[src/rtl/bram_vec_dma.sv]
// bram_vec_dma: vector load/store engine in front of a BRAM port with fixed read latency.
// Optional range check enabled by defining BRAM_DMA_BOUNDS_EN.
module bram_vec_dma #(
    parameter int unsigned LANES     = 4,
    parameter int unsigned ADDR_W    = 13,
    parameter int unsigned DATA_W    = 32,
    parameter int unsigned RD_LAT    = 2,
    parameter int unsigned MEM_WORDS = 50
) (
    input  logic                    CLK,
    input  logic                    RST,
    input  logic                    cmd_valid,
    output logic                    cmd_ready,
    input  logic                    cmd_write,
    input  logic [ADDR_W-1:0]       cmd_addr,
    input  logic [7:0]              cmd_len,
    output logic [LANES*DATA_W-1:0] vec_out,
    output logic                    vec_out_valid,
    input  logic                    vec_out_ready,
    input  logic [LANES*DATA_W-1:0] vec_in,
    input  logic                    vec_in_valid,
    output logic                    vec_in_ready,
    output logic [ADDR_W-1:0]       addrb,
    output logic [DATA_W-1:0]       dinb,
    input  logic [DATA_W-1:0]       doutb,
    output logic                    enb,
    output logic [3:0]              web,
    output logic                    busy,
    output logic                    done,
    output logic                    err
);
    localparam int unsigned       CNT_W      = $clog2(LANES + RD_LAT + 1);
    localparam logic [CNT_W-1:0]  ISSUE_LAST = CNT_W'(LANES - 1);
    localparam logic [CNT_W-1:0]  CNT_LAST   = CNT_W'(LANES + RD_LAT - 1);
    localparam logic [ADDR_W-1:0] STEP       = ADDR_W'(LANES);

    typedef enum logic [2:0] {
        S_IDLE, S_RD_ISSUE, S_RD_DRAIN, S_RD_OUT, S_WR_WAIT, S_WR_ISSUE, S_FIN
    } state_t;

    state_t                  state_q;
    logic [ADDR_W-1:0]       ptr_q;
    logic [7:0]              left_q;
    logic [CNT_W-1:0]        cnt_q;
    logic [LANES*DATA_W-1:0] wbuf_q;
    logic [LANES*DATA_W-1:0] vec_out_q;
    logic                    cmd_ready_q, vec_out_valid_q, vec_in_ready_q;
    logic [ADDR_W-1:0]       addrb_q;
    logic [DATA_W-1:0]       dinb_q;
    logic                    enb_q, busy_q, done_q;
    logic [3:0]              web_q;
    logic                    oob;

`ifdef BRAM_DMA_BOUNDS_EN
    localparam int unsigned EXT_W = ADDR_W + 40;
    logic [EXT_W-1:0] rng_last;
    logic             err_q;

    // Range end is computed wide so a command running past 2^ADDR_W is caught, not wrapped.
    always_comb begin
        rng_last = EXT_W'(cmd_addr) + EXT_W'(cmd_len) * EXT_W'(LANES) - EXT_W'(1);
        oob      = (cmd_len != '0) && ((cmd_addr == '0) || (rng_last >= EXT_W'(MEM_WORDS)));
    end

    always_ff @(posedge CLK) begin
        err_q <= !RST && (state_q == S_IDLE) && cmd_valid && cmd_ready_q && oob;
    end

    assign err = err_q;
`else
    assign oob = 1'b0;
    assign err = 1'b0;
`endif

    always_ff @(posedge CLK) begin
        if (RST) begin
            state_q         <= S_IDLE;
            ptr_q           <= '0;
            left_q          <= '0;
            cnt_q           <= '0;
            wbuf_q          <= '0;
            vec_out_q       <= '0;
            cmd_ready_q     <= 1'b1;
            vec_out_valid_q <= 1'b0;
            vec_in_ready_q  <= 1'b0;
            addrb_q         <= '0;
            dinb_q          <= '0;
            enb_q           <= 1'b0;
            web_q           <= '0;
            busy_q          <= 1'b0;
            done_q          <= 1'b0;
        end else begin
            done_q <= 1'b0;
            case (state_q)
                S_IDLE: begin
                    if (cmd_valid && cmd_ready_q) begin
                        cmd_ready_q <= 1'b0;
                        ptr_q       <= cmd_addr;
                        left_q      <= cmd_len;
                        cnt_q       <= '0;
                        if ((cmd_len == '0) || oob) begin
                            state_q <= S_FIN;
                            done_q  <= 1'b1;
                        end else if (cmd_write) begin
                            state_q        <= S_WR_WAIT;
                            vec_in_ready_q <= 1'b1;
                            busy_q         <= 1'b1;
                        end else begin
                            state_q <= S_RD_ISSUE;
                            addrb_q <= cmd_addr;
                            enb_q   <= 1'b1;
                            busy_q  <= 1'b1;
                        end
                    end
                end
                // cnt_q counts cycles since the first issue; lane i lands RD_LAT cycles after its issue.
                S_RD_ISSUE, S_RD_DRAIN: begin
                    cnt_q <= cnt_q + CNT_W'(1);
                    for (int unsigned i = 0; i < LANES; i++) begin
                        if (cnt_q == CNT_W'(i + RD_LAT))
                            vec_out_q[i*DATA_W +: DATA_W] <= doutb;
                    end
                    if (cnt_q < ISSUE_LAST)
                        addrb_q <= addrb_q + ADDR_W'(1);
                    if (cnt_q == CNT_LAST) begin
                        state_q         <= S_RD_OUT;
                        enb_q           <= 1'b0;
                        vec_out_valid_q <= 1'b1;
                    end else if (cnt_q >= ISSUE_LAST) begin
                        state_q <= S_RD_DRAIN;
                    end
                end
                S_RD_OUT: begin
                    if (vec_out_ready) begin
                        vec_out_valid_q <= 1'b0;
                        if (left_q > 8'd1) begin
                            left_q  <= left_q - 8'd1;
                            ptr_q   <= ptr_q + STEP;
                            addrb_q <= ptr_q + STEP;
                            enb_q   <= 1'b1;
                            cnt_q   <= '0;
                            state_q <= S_RD_ISSUE;
                        end else begin
                            state_q <= S_FIN;
                            done_q  <= 1'b1;
                            busy_q  <= 1'b0;
                        end
                    end
                end
                S_WR_WAIT: begin
                    if (vec_in_valid) begin
                        vec_in_ready_q <= 1'b0;
                        addrb_q        <= ptr_q;
                        dinb_q         <= vec_in[DATA_W-1:0];
                        wbuf_q         <= vec_in >> DATA_W;
                        web_q          <= 4'hF;
                        cnt_q          <= '0;
                        state_q        <= S_WR_ISSUE;
                    end
                end
                S_WR_ISSUE: begin
                    if (cnt_q == ISSUE_LAST) begin
                        web_q <= '0;
                        if (left_q > 8'd1) begin
                            left_q         <= left_q - 8'd1;
                            ptr_q          <= ptr_q + STEP;
                            vec_in_ready_q <= 1'b1;
                            state_q        <= S_WR_WAIT;
                        end else begin
                            state_q <= S_FIN;
                            done_q  <= 1'b1;
                            busy_q  <= 1'b0;
                        end
                    end else begin
                        cnt_q   <= cnt_q + CNT_W'(1);
                        addrb_q <= addrb_q + ADDR_W'(1);
                        dinb_q  <= wbuf_q[DATA_W-1:0];
                        wbuf_q  <= wbuf_q >> DATA_W;
                    end
                end
                S_FIN: begin
                    state_q     <= S_IDLE;
                    cmd_ready_q <= 1'b1;
                end
                default: state_q <= S_IDLE;
            endcase
        end
    end

    assign cmd_ready     = cmd_ready_q;
    assign vec_out       = vec_out_q;
    assign vec_out_valid = vec_out_valid_q;
    assign vec_in_ready  = vec_in_ready_q;
    assign addrb         = addrb_q;
    assign dinb          = dinb_q;
    assign enb           = enb_q;
    assign web           = web_q;
    assign busy          = busy_q;
    assign done          = done_q;
endmodule

[config.mk]
export PLATFORM = sky130hd
export DESIGN_NAME = bram_vec_dma
export DESIGN_NICKNAME = d
export VERILOG_FILES = /design/src/rtl/bram_vec_dma.sv
export SDC_FILE = /design/constraint.sdc
export NUM_CORES = 1
export LEC_CHECK = 0
export CORE_MARGIN = 4
export CORE_UTILIZATION = 52
export CTS_CLUSTER_SIZE = 12
export DETAILED_ROUTE_END_ITERATION = 6
export GPL_TIMING_DRIVEN = 0
export MAX_ROUTING_LAYER = met4
export PLACE_DENSITY = 0.95
export SLEW_MARGIN = 20
export SYNTH_ARGS = -nofsm -noshare
export SYNTH_HDL_FRONTEND = slang
export SYNTH_SLANG_ARGS = --single-unit
[constraint.sdc]
create_clock -name CLK -period 4.78 [get_ports CLK]
set_clock_uncertainty 0.2 [all_clocks]
set_input_delay 0.478 -clock CLK [delete_from_list [all_inputs] [get_ports CLK]]
set_output_delay 0.478 -clock CLK [all_outputs]
set_load 0.01 [all_outputs]
======== Word level (Yosys, flattened, before mapping) ========
Cells that the tools add are included.
operators by class
  eq/ne operators ......................... 23
  div/mod/pow operators ................... 0
  multiply operators ...................... 0
  order comparisons ....................... 3
  reduce and logical (&&, ||, !) cells .... 26
  $add $sub $neg .......................... 4
  bitwise gates (word level) .............. 0
  shifts and indexed selects .............. 0
  mux-type cells .......................... 75
operators by type and width
  kind                   number
  $mux 128               2
  $pmux 128 s2           1
  $mux 13                12
  $pmux 13 s5            1
  $mux 32                2
  $pmux 32 s2            1
  $mux 3                 14
  $pmux 13 s3            1
  $mux 8                 4
  $pmux 3 s5             2
  $mux 1                 24
  $ne 2x2->1 const B     12
  $pmux 8 s3             1
  $eq 3x3->1 const B     5
  $reduce_and 7->1       2
  $add 13x1->13 const B  1
  $add 13x3->13 const B  1
  $eq 3x2->1 const B     4
  $pmux 1 s3             4
  $reduce_and 2->1       5
  $reduce_and 5->1       2
  $reduce_and 3->1       3
  $reduce_and 9->1       1
  $reduce_bool 3->1      3
  19 further kinds       23
storage, ports and cells
  bits in latches ......................... 0
  bits in writable memories ............... 0
  bits in registers ....................... 338
  memories ................................ 0
  bits in read-only memories .............. 0
  output and inout bits ................... 184
  input port bits ......................... 187

======== Depth between registers and ports, before layout ========
Gate-level depths: netlist of the first run.
  depth after elaboration ................. 4
  mapped depth ............................ 9
  depth with buffers taken out ............ 7

======== Least setup slack after synthesis of the first run ========
No wires, ideal clock.
  path type ............................... flip-flop to flip-flop
  start point ............................. register left_q[0]
  end point ............................... register addrb_q[3] (netlist: addrb[3])
  setup time .............................. 0.132 ns
  arrival time ............................ 1.836 ns
  stages on the path, launching flop included .. 9
  slack ................................... 2.611 ns
  buffers on the path ..................... 2
  required time ........................... 4.448 ns
  path through ............................ dfxtp_1 inv_1 ha_1 o2111ai_1 clkbuf_1 o221ai_1 buf_2 o31ai_1 a21oi_1
on the way
  word-level cells in the longest chain between the ends .. 3
ends and longest elaborated chain
  element                            line  RTL
  start, declared                    43    logic [7:0] left_q;
  start signal, assigned             99    left_q <= cmd_len;
  start signal, assigned             137   left_q <= left_q - 8'd1;
  start signal, assigned             165   left_q <= left_q - 8'd1;
  $gt 8x1->1                         136   if (left_q > 8'd1) begin
  $ne 2x2->1 (no source line)        --
  $reduce_and 9->1 (no source line)  --
  end signal, assigned               124   addrb_q <= addrb_q + ADDR_W'(1);
  end signal, assigned               139   addrb_q <= ptr_q + STEP;
  end signal, assigned               153   addrb_q <= ptr_q;
  end, declared                      48    logic [ADDR_W-1:0] addrb_q;
No other way between the ends.
A chain may end at the register's enable or synchronous reset.

======== Final worst setup path of the first run ========
  start point ............................. register cnt_q[2]
  end point ............................... register dinb_q[1] (netlist: dinb[1])
on the way
  word-level cells in the longest chain between the ends .. 3
ends and longest elaborated chain
  element                            line  RTL
  start, declared                    44    logic [CNT_W-1:0] cnt_q;
  start signal, assigned             118   cnt_q <= cnt_q + CNT_W'(1);
  start signal, assigned             175   cnt_q <= cnt_q + CNT_W'(1);
  $eq 3x2->1                         162   if (cnt_q == ISSUE_LAST) begin
  $ne 2x2->1 (no source line)        --
  $reduce_and 3->1 (no source line)  --
  end signal, assigned               154   dinb_q <= vec_in[DATA_W-1:0];
  end signal, assigned               177   dinb_q <= wbuf_q[DATA_W-1:0];
  end, declared                      49    logic [DATA_W-1:0] dinb_q;
No other way between the ends.

==> results.ini, run 1 <==
[power]
max-vdd-ir-drop_mv=0.3076
power_frac_comb=0.386
power.leakage_uw=0.006307
power.clock.fraction=0.242
powerDensity_nw_per_um2=495.6
sw_frac_of_total=0.3877
power_uw=9003
p_int_uw=5512
p_sw_uw=3491
power_frac_seq=0.372

[global_routing]
grt_pass1_wl_microns=81400
grt_max_degree=16
use_met1=0.4259
grt_pass1_vias=14900
grt-busiest-layer=met2
grt_util_met3=0.07767
antenna_found_initial=2
track_usage=0.3672
overflow=0
met2_usage=0.6081

[drt]
vias=15090
drt-pass1-iter-count=7
dr.first_iter.drc_count=1962
routed_via_density=6.214
wire_per_inst_microns=21.61
ant_nets=0
drt_wl_total_microns=52500
drc=1

[place]
dp_hpwl_microns=39480
gp_congestion=0.9933
io_buffers=369
placed_cell_area_sq_um=17290
dpl_worst_slack_ns=1.540

[clock_tree]
post_cts_buffers=0
cts.path.max_buffers=3
clkLatencyLatePin_ns=0.56
tritoncts=built
path_clk_slew_ns=0.06
ctsResizeCount=0
root_buffer=clkbuf_16
cts_hold_buf=0
numCtsBuffers=31
cts_sinks=303
htree_num_levels=1

[synth]
yosys_warnings=0
avgSynthCellArea_sq_um=7.842
ys_dominant_reg_cell=dfxtp_1
synth-edff-count=0
synthCells=1681
async_reset_ff_frac=0
syn-num-nets=1877
synth_area_sq_um=13180
ys_ff_latch=303
yosysSeqAreaShare=0.4601
yosysUniqueCellTypes=69

[sta]
tightest_slew_ns=0.9828
slew_headroom=0.3387
slew_violations=0
timing.final.ws_setup_ns=1.872
fin_setup_tns_ns=0
rsz0062_at_grt=false
fin_crit_ns=2.908
fin_crit_sh=0.6084
finalHoldViolations=0
setup_viol=0
max_freq_ghz=0.3439

[critical_path]
crit_type=register to register
startpoint_type=register
critPathArrivalTime_ns=3.10
end_kind=register
cp_max_fo=10
worstPathRequired_ns=4.97

[cells_and_area]
fillCellCount=1804
layout-drive-gt1-share=0.05436
fin_nets=2279
areaGrowthSynthToFinish_pct=37.80
design_area_sq_um=18170

[min_path]
hold_path_class=register to register

[floorplan]
num_io_pins=371
row_count=58
die-area_sq_um=27960
start_util=0.5265
core-area_sq_um=25040
fp.dieW_microns=167.2
fp.dieH_microns=167.2

[status]
violations=design-rule violations
status=complete, but fails checks

[run]
max_cap_viol_count=0

==> routing by layer <==
layer	share of wire	vias up	wire length, microns
li1	-	6714	-
met1	0.36	6983	18680
met2	0.46	1148	24320
met3	0.12	248	6156
met4	0.064	0	3345
met5	0	-	0
==> cell usage after synthesis (8+ instances only) <==
master | instances | area share
dfxtp_1 | 303 | 0.46
clkbuf_1 | 92 | 0.026
a22oi_1 | 33 | 0.019
buf_2 | 47 | 0.018
inv_1 | 13 | 0.0037
and2_1 | 11 | 0.0052
nor3_1 | 15 | 0.0057
a21oi_1 | 184 | 0.070
and3_1 | 8 | 0.0038
nor3b_1 | 8 | 0.0046
ha_1 | 9 | 0.0085
buf_4 | 9 | 0.0051
a311oi_1 | 98 | 0.065
nor2_1 | 161 | 0.046
nor4_1 | 8 | 0.0038
nand4_1 | 8 | 0.0038
o21ai_0 | 34 | 0.013
nand3b_1 | 8 | 0.0046
nand2_1 | 392 | 0.11
nand3_1 | 119 | 0.045
==> registers in the layout, indices dropped and copies added, names as in the netlist, 3 cells and up <==
signal   flops
ptr_q       13
cnt_q        3
dinb        32
wbuf_q      96
addrb       13
left_q       8
state_q      3
vec_out    128
==> metrics by stage <==
step                        util  instances  hold WS, ns
after CTS                 0.7254       2427       0.2534
final                     0.7256       2429       0.2547
after detailed placement  0.6906       2380       0.2461
after floorplan                -       1681       0.2546
after global routing      0.7256       2429       0.2714
after global placement    0.6906       2380       0.2405
==> critical path, stage by stage (launching register included) <==
cell and delay [ns]:
dfxtp_1 0.44, inv_1 0.13, ha_1 0.29, nand2b_1 0.22, a21oi_1 0.23, clkbuf_1 0.52
clkbuf_1 0.50, a311oi_1 0.21
==> path summary, 6_finish.rpt <==
path                            startpoint          to  depth (start not counted)  slack (ns)
worst min register to register  vec_out[8]  vec_out[8]                          2        0.25
worst max register to register    cnt_q[2]     dinb[1]                          7        1.87
worst min-delay path            vec_out[8]  vec_out[8]                          2        0.25
worst max-delay path              cnt_q[2]     dinb[1]                          7        1.87
==> layout by cell type (no fill, tap or decap), drive strengths merged, types with 8 or more instances in the layout <==
master,netlist,layout
nand2,392,392
clkdlybuf4s50,0,369
dfxtp,303,303
a21oi,185,185
nor2,162,162
clkbuf,93,132
nand3,119,119
a311oi,99,99
buf,61,61
o21ai,34,34
a22oi,33,33
nor3,15,15
inv,13,14
and2,11,11
ha,9,9
nand3b,9,9
and3,8,8
nor4,8,8
nand4,8,8
nor3b,8,8
==> final cells by class <==
class                   count  area (sq um)  area share
well taps                 330         412.9     0.02273
diodes                      2         5.005   0.0002755
clock buffers              39         825.8     0.04546
plain buffers             154         671.9     0.03699
repair buffers            369          3694      0.2033
flip-flops and latches    303          6066      0.3339
clock inverters             8         46.29    0.002548
inverters                  14         52.55    0.002893
multi-input cells        1210          6392      0.3519
==> power groups by stage <==
stage                     clock network [uW]  logic (uW)  registers (uW)
after floorplan                            0        2110            3320
final                                   2180        3470            3350
after global placement                     0        3280            3350
after detailed placement                   0        3350            3370
after CTS                               2180        3390            3320
after global routing                    2270        3770            3390
==> cell families (layout without fill, tap and decap cells) <==
| family | Yosys count | after routing | synth area share |
|---|---|---|---|
| AO/OA/AOI/OAI | 423 | 423 | 0.2155 |
| XOR/XNOR | 11 | 11 | 0.007878 |
| adder cells (fa/ha/maj) | 9 | 9 | 0.008542 |
| buffers and inverters | 168 | 584 | 0.05495 |
| flip-flops | 303 | 303 | 0.4601 |
| multiplexers | 7 | 7 | 0.005695 |
| other | 1 | 3 | 0.0002845 |
| AND/OR/NAND/NOR | 759 | 759 | 0.2470 |
(Power assumes the default switching activity.)
==> run 2: changes to the inputs <==
--- a/config.mk
+++ b/config.mk
@@ -6,12 +6,12 @@
 export NUM_CORES = 1
 export LEC_CHECK = 0
 export CORE_MARGIN = 4
-export CORE_UTILIZATION = 52
+export CORE_UTILIZATION = 48
 export CTS_CLUSTER_SIZE = 12
 export DETAILED_ROUTE_END_ITERATION = 6
 export GPL_TIMING_DRIVEN = 0
 export MAX_ROUTING_LAYER = met4
-export PLACE_DENSITY = 0.95
+export PLACE_DENSITY = 0.92
 export SLEW_MARGIN = 20
 export SYNTH_ARGS = -nofsm -noshare
 export SYNTH_HDL_FRONTEND = slang
==> constraint.sdc (replaced) <==
create_clock -name CLK -period 2.7 [get_ports CLK]
set_clock_uncertainty 0.2 [all_clocks]
set_input_delay 0.27 -clock CLK [delete_from_list [all_inputs] [get_ports CLK]]
set_output_delay 0.27 -clock CLK [all_outputs]
set_load 0.01 [all_outputs]
==> results.ini, run 2 (synthesized netlist as in run 1, its figures left out) <==
[critical_path]
crit_chain=buf_2 > nand2b_1 > nor2_1 > clkbuf_1 > a22oi_1 > nor2_1
rrSetupSlack_ns=0.08
end_kind=register
crit_type=register to register
r2r-end=wbuf_q[88]
cp_max_fo=10
worstPathRequired_ns=3.00
max_stage_delay_ns=0.70
crit_buf_inv=2
critPathTopFamily=simple AND/OR/NAND/NOR gates
crit_top_cell=nor2_1
cp_slowest_cell=nor2_1
timing.rr.start=state_q[2]
startpoint_type=register
r2r_cells=6
critPathArrivalTime_ns=2.92

[floorplan]
num_io_pins=371
row_count=60
die-area_sq_um=30180
core-area_sq_um=26950
fp.dieW_microns=173.7
fp.dieH_microns=173.7
start_util=0.4891

[cells_and_area]
final_common_cell=nand2_1
fin_nets=2279
areaGrowthSynthToFinish_pct=38.47
regArea_sq_um=6067
multi_input_area_sq_um=6400
layout-drive-gt1-share=0.05773
fillCellCount=2123
largest_register_ffs=128
final_cell_mix=392 x nand2_1, 369 x clkdlybuf4s50_1, 302 x dfxtp_1, 182 x a21oi_1, 161 x nor2_1

[drt]
vias=14640
wire_per_inst_microns=20.93
drt-pass1-iter-count=7
drt_wl_total_microns=51120
routed_via_density=5.991
dr.first_iter.drc_count=1391
drc=6
ant_nets=0

[power]
power_uw=16110
power_frac_comb=0.384
sw_frac_of_total=0.3864
p_sw_uw=6225
p_int_uw=9886
power.leakage_uw=0.006337
power.clock.fraction=0.248
powerDensity_nw_per_um2=882.7
max-vdd-ir-drop_mv=0.5899
power_frac_seq=0.368

[clock_tree]
tritoncts=built
ctsResizeCount=1
numCtsBuffers=31
htree_num_levels=1
clkLatencyLatePin_ns=0.58
post_cts_buffers=0
cts_sinks=303
path_clk_slew_ns=0.06
cts.path.max_buffers=3
root_buffer=clkbuf_16
cts_hold_buf=0

[min_path]
min-delay-start=vec_in[71]
hold_end=wbuf_q[39]
hold_path_class=input pin to register
hold_depth=3

[sta]
slew_headroom=0.3952
setup_viol=0
slew_violations=0
tightest_slew_ns=0.9072
fin_crit_sh=0.9692
rsz0062_at_grt=false
max_freq_ghz=0.3822
fin_crit_ns=2.617
timing.final.ws_setup_ns=0.08326
finalHoldViolations=0

[place]
io_buffers=369
dp_hpwl_microns=39110
dpl_worst_slack_ns=-0.3558
gp_congestion=0.9584

[global_routing]
track_usage=0.3251
grt_pass1_vias=14040
antenna_found_initial=6
grt_max_degree=17
grt_pass1_wl_microns=77420
overflow=0

[status]
violations=design-rule violations
status=complete, but fails checks

[run]
max_cap_viol_count=0

[run 2: cell types whose count changed in the layout (fill, tap and decap cells not counted), moves of 2 or more]
cell	previous run	this run
a21oi_2	1	3
clkbuf_8	2	5
clkbuf_1	98	93
a21oi_1	184	182
buf_2	47	44
diode_2	2	6
clkinv_2	6	1
clkbuf_4	0	4
clkbuf_2	1	5
[run 2: stage by stage]
step,util,setup TNS [ns],cell area (sq um),std cells,hold WS [ns]
2_1_floorplan,-,0,13180,1681,0.2060
3_3_place_gp,0.6420,-19.34,17300,2391,0.2417
3_5_place_dp,0.6420,-20.82,17300,2391,0.2456
4_1_cts,0.6759,0,18220,2437,0.04625
5_1_grt,0.6773,0,18250,2443,0.07090
6_report,0.6773,0,18250,2443,0.06817
[run 2: layer usage]
layer | share of wire | global-route usage
met4 | 0.046 | 0.1412
met5 | 0 | -
met3 | 0.10 | 0.05867
met2 | 0.48 | 0.5432
met1 | 0.37 | 0.3852
[run 2: final cells by class]
type                       count  share of cell area
clock inverter                 4            0.002399
timing repair buffer         369              0.2023
tap                          341             0.02337
antenna                        6           0.0008225
sequential                   303              0.3324
multi-input combinational   1210              0.3506
clock buffer                  42             0.04750
buffer                       154             0.03770
inverter                      14            0.002879
[run 2: worst max path at each step]
stage / startpoint / depth (start not counted) / slack [ns] / to
after detailed placement: cmd_len[0] / 6 / -0.36 / addrb[8]
after global placement: RST / 5 / -0.31 / done
final: state_q[2] / 6 / 0.08 / wbuf_q[88]
after global routing: state_q[1] / 7 / 0.01 / vec_out[119]
after floorplan: left_q[0] / 8 / 0.53 / addrb[3]
after CTS: cnt_q[0] / 7 / 0.03 / dinb[6]
[run 2: power groups by stage]
stage / Sequential, uW / Combinational [uW] / Clock (uW)
5_1_grt: 5990 / 6660 / 4170
3_5_place_dp: 5970 / 5950 / 0
4_1_cts: 5890 / 6010 / 4010
6_report: 5930 / 6190 / 3990
3_3_place_gp: 5940 / 5820 / 0
2_1_floorplan: 5870 / 3740 / 0
[run 2: worst min-delay path, delay by kind of cell]
kind            cells  cell delay (ns)
simple gates        1             0.06
buf+inv             1             0.40
compound gates      1             0.08
==> RTL change, RTL diff (config.mk and constraints of run 2) <==
Encoding of `state_t`: now one-hot (7 bits for 7 states).
--- a/src/rtl/bram_vec_dma.sv
+++ b/src/rtl/bram_vec_dma.sv
@@ -35,6 +35,6 @@
     localparam logic [ADDR_W-1:0] STEP       = ADDR_W'(LANES);
 
-    typedef enum logic [2:0] {
-        S_IDLE, S_RD_ISSUE, S_RD_DRAIN, S_RD_OUT, S_WR_WAIT, S_WR_ISSUE, S_FIN
+    typedef enum logic [6:0] {
+        S_IDLE = 7'b0000001, S_RD_ISSUE = 7'b0000010, S_RD_DRAIN = 7'b0000100, S_RD_OUT = 7'b0001000, S_WR_WAIT = 7'b0010000, S_WR_ISSUE = 7'b0100000, S_FIN = 7'b1000000
     } state_t;
 
Formal check against the unedited RTL: same outputs for any inputs over 4 cycles, from zero or initial values and one cycle with RST high; so few cycles prove little.
==> RTL change against run 2 <==
  * Fmax down 1.6%
  * Sequential power is 8.6% lower
  * Critical path type unchanged
  * Synthesized area is 1.1% lower
  * Wire length decreased by 8.7%
  * Hold slack improved by 0.081 ns
  * Power is 21% lower
  * Final area is essentially flat
  * Utilization rose by 0.35 points
  * Cell count shrank 5.2%
  * Worst setup slack got worse by 0.042 ns
  * Die area is 1.0% lower
  * First-iteration DRC count fell by 12%
  * Largest power group is now sequential cells
  * Global-route usage fell by 2.2 points
  * Sequential cell count up 4
==> RTL change: results (changes against run 2) <==
status complete, no violations; Placement Cell Area 0.0172 sq mm (-0.83%); sequential element share of the synthesized area 0.471 (+0.0112); post-DP HPWL 35800 um (-8.6%); hold_sp vec_in[106]; worst vdd ir 0.000504 V (-15%); Detail Route met3 WL 4360 um (-17%); worst skew pair latency 0.55 ns (-0.03 ns); DRT iter0 DRCs 1231 (-12%); first-pass GRT wire length 72000 um (-7.0%); sequential portion of the cell area 0.337 (+0.00455); FILL cells 2066 (-2.7%); share of cells above drive strength 1 0.0730 (+0.0153); FFs & Latches 307 (+1.3%); R2R depth 7 (+1); buffering overhead 0.241 (+0.00114); footprint of the multi-input gates 0.00631 sq mm (-1.4%); grt met1 use 0.326 (-0.0595); total combinational power 3300 uW (-47%); Critical Path AT 2.89 ns (-0.03 ns); Min-Delay Endpoint wbuf_q[74]; synth cell count leaders nand2_1, dfxtp_1, nor2_1; invs w/o clock 10 (-4); largest net degree at the start of global routing 16 (-1); synth unique cells 57 (-17%); Syn Nets 1752 (-6.7%); Met2 Wirelength 23000 um (-6.2%); routing usage on met3 0.0717 (+0.0130); fin nets 2155 (-5.4%); worst r2r src state_q[0]; power per cell area 700 mW/mm^2 (-21%); antenna violations before repair 3 (-3); slew margin rel. 0.506 (+0.111); Leak 0.00694 uW (+9.5%); Largest stage delay, worst path 0.61 ns (-0.09 ns); multi-input combinational gate total 1107 (-8.5%); worst reg2reg setup slack 0.04 ns (-0.04 ns); Routed WL 46600 um (-8.7%); nonclk buf count 502 (-4.0%); Clock buf/inv share 0.0503 (+0.000367)
[RTL change: cell families (layout without fill, tap and decap cells)]
group / Yosys count / count (layout) / synth area share
and+or+nand+nor: 589 / 589 / 0.189
AOI/OAI and AO/OA: 389 / 389 / 0.188
DFF: 307 / 307 / 0.471
buffers and inverters: 142 / 559 / 0.0535
muxes: 101 / 101 / 0.0777
xor gates and xnor gates: 18 / 18 / 0.0121
adders and majority gates: 9 / 9 / 0.00864
other: 1 / 4 / 0.000288
[RTL change: through the flow]
step	setup slack [ns]	instances	utilization	TNS (ns)	hold WS [ns]
final	0.0408	2317	0.681	0	0.149
after floorplan	0.267	1556	-	0	0.206
after global routing	-0.0459	2317	0.681	-0.0687	0.143
after global placement	-0.228	2266	0.640	-4.26	0.241
after detailed placement	-0.282	2266	0.640	-15.36	0.246
after CTS	0.000395	2314	0.676	0	0.127
